[config.mk]
export PLATFORM = sky130hd
export DESIGN_NAME = peripheral_mpi_ahb_initiator
export DESIGN_NICKNAME = d
export VERILOG_FILES = /design/src/rtl/peripheral_mpi_ahb_initiator.sv
export SDC_FILE = /design/constraint.sdc
export NUM_CORES = 1
export LEC_CHECK = 0
export BUFFER_PORTS_ARGS = -buffer_cell sky130_fd_sc_hd__buf_2
export CAP_MARGIN = 10
export CORE_ASPECT_RATIO = 1.25
export CORE_MARGIN = 4
export CORE_UTILIZATION = 35
export DETAILED_ROUTE_END_ITERATION = 16
export SYNTH_ARGS = -nofsm -noshare
export SYNTH_HDL_FRONTEND = slang
export SYNTH_SLANG_ARGS = --single-unit
[constraint.sdc]
create_clock -name clk -period 2.8 [get_ports clk]
set_input_delay 0.28 -clock clk [delete_from_list [all_inputs] [get_ports clk]]
set_output_delay 0.28 -clock clk [all_outputs]
set_load 0.03 [all_outputs]
[src/rtl/peripheral_mpi_ahb_initiator.sv]
// rtl/peripheral_mpi_ahb_initiator.sv - command/response stream to AHB-Lite SINGLE-transfer initiator
module peripheral_mpi_ahb_initiator #(
    parameter int         RSP_DEPTH = 4,
    parameter logic [3:0] HPROT_VAL = 4'b0011
) (
    input  logic        clk,
    input  logic        rst,
    input  logic        cmd_valid,
    output logic        cmd_ready,
    input  logic        cmd_write,
    input  logic [31:0] cmd_addr,
    input  logic [31:0] cmd_wdata,
    output logic        rsp_valid,
    input  logic        rsp_ready,
    output logic [31:0] rsp_rdata,
    output logic        rsp_error,
    output logic        rsp_write,
    output logic        tl_hsel_o,
    output logic [31:0] tl_haddr_o,
    output logic [31:0] tl_hwdata_o,
    output logic        tl_hwrite_o,
    output logic [2:0]  tl_hsize_o,
    output logic [2:0]  tl_hburst_o,
    output logic [3:0]  tl_hprot_o,
    output logic [1:0]  tl_htrans_o,
    output logic        tl_hmastlock_o,
    input  logic [31:0] tl_hrdata_i,
    input  logic        tl_hready_i,
    input  logic        tl_hresp_i,
    output logic        busy
);
    localparam int PW = $clog2(RSP_DEPTH);
    localparam int CW = PW + 1;

    logic          ap_valid_q, ap_write_q;
    logic [31:0]   ap_addr_q, ap_wdata_q;
    logic          dp_valid_q, dp_write_q;
    logic [31:0]   dp_wdata_q;
    logic [33:0]   fifo_q [RSP_DEPTH];
    logic [33:0]   rd_entry;
    logic [PW-1:0] wr_ptr_q, rd_ptr_q;
    logic [CW-1:0] cnt_q, cnt_d, cred_q, cred_d;
    logic          err_first, advance, accept, push, pop;
    logic          addr_lsb_unused;

    // The slave ignores byte lanes; the low address bits are never forwarded.
    assign addr_lsb_unused = ^cmd_addr[1:0];

    // First ERROR cycle stalls the pipe and must not let AP be sampled.
    assign err_first = dp_valid_q & tl_hresp_i & ~tl_hready_i;
    assign advance   = tl_hready_i & ~err_first;
    assign cmd_ready = rst & (cred_q != '0) & (~ap_valid_q | advance);
    assign accept    = cmd_valid & cmd_ready;
    assign push      = advance & dp_valid_q;
    assign rsp_valid = rst & (cnt_q != '0);
    assign pop       = rsp_valid & rsp_ready;

    assign tl_htrans_o    = (ap_valid_q & ~err_first) ? 2'b10 : 2'b00;
    assign tl_hsel_o      = ap_valid_q & ~err_first;
    assign tl_haddr_o     = ap_addr_q;
    assign tl_hwrite_o    = ap_write_q;
    assign tl_hwdata_o    = dp_wdata_q;
    assign tl_hsize_o     = 3'b010;
    assign tl_hburst_o    = 3'b000;
    assign tl_hprot_o     = HPROT_VAL;
    assign tl_hmastlock_o = 1'b0;
    assign busy           = ap_valid_q | dp_valid_q;

    assign rd_entry  = fifo_q[rd_ptr_q];
    assign rsp_rdata = rsp_valid ? rd_entry[33:2] : 32'h0;
    assign rsp_error = rsp_valid & rd_entry[1];
    assign rsp_write = rsp_valid & rd_entry[0];

    // Credits bound in-flight plus queued responses to the FIFO depth.
    always_comb begin
        cred_d = cred_q;
        if (accept && !pop) begin
            cred_d = cred_q - 1'b1;
        end else if (pop && !accept) begin
            cred_d = cred_q + 1'b1;
        end
    end

    // Response FIFO occupancy.
    always_comb begin
        cnt_d = cnt_q;
        if (push && !pop) begin
            cnt_d = cnt_q + 1'b1;
        end else if (pop && !push) begin
            cnt_d = cnt_q - 1'b1;
        end
    end

    // Address/data phase pipeline, FIFO pointers and counters.
    always_ff @(posedge clk) begin
        if (!rst) begin
            ap_valid_q <= 1'b0;
            ap_write_q <= 1'b0;
            ap_addr_q  <= 32'h0;
            ap_wdata_q <= 32'h0;
            dp_valid_q <= 1'b0;
            dp_write_q <= 1'b0;
            dp_wdata_q <= 32'h0;
            wr_ptr_q   <= '0;
            rd_ptr_q   <= '0;
            cnt_q      <= '0;
            cred_q     <= CW'(RSP_DEPTH);
        end else begin
            if (accept) begin
                ap_valid_q <= 1'b1;
                ap_write_q <= cmd_write;
                ap_addr_q  <= {cmd_addr[31:2], 2'b00};
                ap_wdata_q <= cmd_wdata;
            end else if (advance) begin
                ap_valid_q <= 1'b0;
            end
            if (advance) begin
                dp_valid_q <= ap_valid_q;
                dp_write_q <= ap_write_q;
                dp_wdata_q <= ap_wdata_q;
            end
            if (push) begin
                wr_ptr_q <= wr_ptr_q + 1'b1;
            end
            if (pop) begin
                rd_ptr_q <= rd_ptr_q + 1'b1;
            end
            cnt_q  <= cnt_d;
            cred_q <= cred_d;
        end
    end

    // Completed data phase lands in the FIFO; write responses carry zero data.
    always_ff @(posedge clk) begin
        if (push) begin
            fifo_q[wr_ptr_q] <= {(dp_write_q ? 32'h0 : tl_hrdata_i), tl_hresp_i, dp_write_q};
        end
    end
endmodule

==> run metrics <==
LEAKAGE 0.00491 uW; WHS Endpoint tl_haddr_o[14]; Final WS setup 0.244 ns; nets@finish 1,089; fmax 0.391 GHz; Row Count 68; post-synth top area cell edfxtp_1; Hold WC Path Type input pin to flop; leading cell types in the layout, fill and taps excluded buf_2 (202), edfxtp_1 (136), dfxtp_1 (107), nand2_1 (67), nor2b_1 (67); post-synthesis sequential area ratio 63.8%; RSZ-0062 raised after global routing no; Routed Antenna Nets 0; Register Area 0.00629 sq mm; CTS tree done; core area 0.0277 sq mm; gr usage total 14.7%; Hold Fails Final Rpt 0; wire length per cell 17.1 microns; Hold WS 0.0149 ns; Routed Wire Length 23,000 microns; Slowest-stage cell, CP mux4_1; CP bufs+invs 2; max incr delay on CP 0.59 ns; first-pass GRT wire length 36,700 microns; register bit total from synthesis 246; Critical Path End Type primary output; Final period util 91.3%; commonest non-fill, non-tap cell in the layout buf_2; status completed; DR iter-0 viols 168; htree depth 1; grt total ovfl 0; Worst-Margin Slew 0.875 ns; Critical R2R Capture cnt_q[2]; WS Path Type flop to primary output; dpl hpwl 13,500 microns; largest net degree at the start of global routing 75; final slew viol count 0; CTS root buf clkbuf_16; TritonRoute pass-1 iters 4; die area 0.0309 sq mm; Routability Congestion 0.738; vias in the first global route 6,955; Yosys top cell area share 41.4%; Hold Path Depth 3; CP required 2.52 ns; cells along the critical path buf_12, mux4_1, and2_1, buf_2; Clock Sinks 246; Distinct cells, synth 36; Post-CTS Repair Setup Buffers 0; Ys Warns 0; worst reg2reg setup slack 0.68 ns; main area contributors after synthesis edfxtp_1 (41%), dfxtp_1 (22%), mux4_2 (6.9%); Syn Area/Cell 13.3 sq um; CP Max Fanout 20; # IOs 219; die span in y 196 microns; relative slew slack 41.7%; startpoint types flop; CP arrival 2.28 ns; layout cells sized above 1 30.4%; Min-Delay Startpoint cmd_addr[14]; cts bufs inserted 26; reg-to-reg startpoint cnt_q[0]; DRC violations left 0; worst slack, placed 0.684 ns; CTS max path bufs 3; Initial Util 35.5%; total negative slack 0 ns; final setup violation count 0; Via density 4.88; via count 6,572; clock transition at the registers of the reported paths 0.06 ns; number of antenna violations at the first check in global routing 1; Tmin final 2.56 ns; Crit path max-delay family multiplexers; clock skew 0.00858 ns; Post-Route Utilization 45.2%; maxcap violations 0; clock latency on the worst-skew pair 0.51 ns; Power Density 673 mW/mm^2; IO buf count 202; area of the multi-input gates 0.00317 sq mm; Fill cells 2,516; diodes inserted 0; area grow syn2layout 27.2%; Syn Std Cell Area 0.00986 sq mm; Max VDD drop 425 uV; Die W 158 microns; r2r worst-path depth 8; total power draw 8440 uW; Mapped Cells 739
-- area by class of cell --
cell class                 instances  area share (%)
clock inverter                    11           0.848
clock buffer                      37            6.12
timing repair buffer             272            13.8
sequential                       246            50.2
inverter                           8           0.239
multi-input combinational        424            25.3
tap                              350            3.49
-- synth_stat cells --
cell,n
a21boi_0,4
and2_1,43
and3_1,5
buf_1,3
buf_12,3
buf_2,25
buf_4,16
buf_6,1
clkbuf_1,25
conb_1,2
dfxtp_1,110
edfxtp_1,136
fa_1,2
ha_1,6
inv_1,7
inv_2,1
mux2i_1,34
mux4_1,4
mux4_2,30
nand2_1,67
nand2b_2,1
nand3_1,2
nand3_2,1
nand4_1,63
nor2b_1,67
o21a_1,1
o21ai_0,6
o21ai_1,60
o311ai_0,1
o31a_1,1
o31ai_1,1
or2_2,1
or3_1,2
or3_4,1
xnor2_1,5
xor2_1,2
-- stage by stage --
stage | std cells | instance area [sq um]
2_1_floorplan | 751 | 9900
3_3_place_gp | 1246 | 11100
3_5_place_dp | 1246 | 11100
4_1_cts | 1348 | 12500
5_1_grt | 1348 | 12500
6_report | 1348 | 12500
-- per-layer routing --
layer  vias up  track usage [%]  routed length (microns)
li1       3129                -                        -
met1      3178             18.1                     9360
met2       218             25.0                    11200
met3        45             4.37                     1860
met4         2             3.86                      531
met5         -                0                       12
-- logic make-up (layout without fill, tap and decap cells) --
family                     Yosys count  after routing  share of synthesized area, %
and+or+nand+nor                    253            253                          14.4
DFF                                246            246                          63.8
buffers and inverters               81            328                          4.58
AOI/OAI and AO/OA                   74             74                          3.98
muxes                               68             68                          11.4
adders and majority gates            8              8                          1.17
xor gates and xnor gates             7              7                         0.622
other                                2             14                        0.0762
-- where the power goes --
| part | internal (uW) | switching [uW] | total [uW] |
|---|---|---|---|
| sequential | 3930 | 83.4 | 4020 |
| combinational | 396 | 580 | 976 |
| clock | 2090 | 1360 | 3440 |
-- sequential cells by signal, summed over array words and instances (netlist names), named ones only --
register / flops
ap_valid_q: 1
ap_wdata_q: 32
cnt_q: 3
cred_q: 3
dp_valid_q: 1
dp_write_q: 1
fifo_q: 136
rd_ptr_q: 2
tl_haddr_o: 30
tl_hwdata_o: 32
tl_hwrite_o: 1
wr_ptr_q: 2
-- worst max path at each step --
stage | cells after the start | endpoint | slack [ns] | from
6_report | 4 | rsp_rdata[0] | 0.24 | flop
5_1_grt | 4 | rsp_rdata[31] | 0.07 | flop
4_1_cts | 4 | rsp_rdata[31] | 0.15 | flop
3_5_place_dp | 8 | cnt_q[2] | 0.68 | cnt_q[0]
3_3_place_gp | 4 | rsp_rdata[0] | 0.71 | flop
2_1_floorplan | 9 | cnt_q[2] | 0.41 | cnt_q[0]
-- timing repair --
item	4_1_cts	5_1_grt
endpoints found under the setup margin	0	0
resized for setup	0	0
hold buffers	54	0
endpoints found under the hold margin	54	0
-- worst min-delay path: cells and delay by family --
kind | cells | cell delay, ns
AO/OA/AOI/OAI | 1 | 0.08
buffers and inverters | 1 | 0.07
AND/OR/NAND/NOR | 1 | 0.06
No activity file was read; power rests on OpenSTA's default activity.
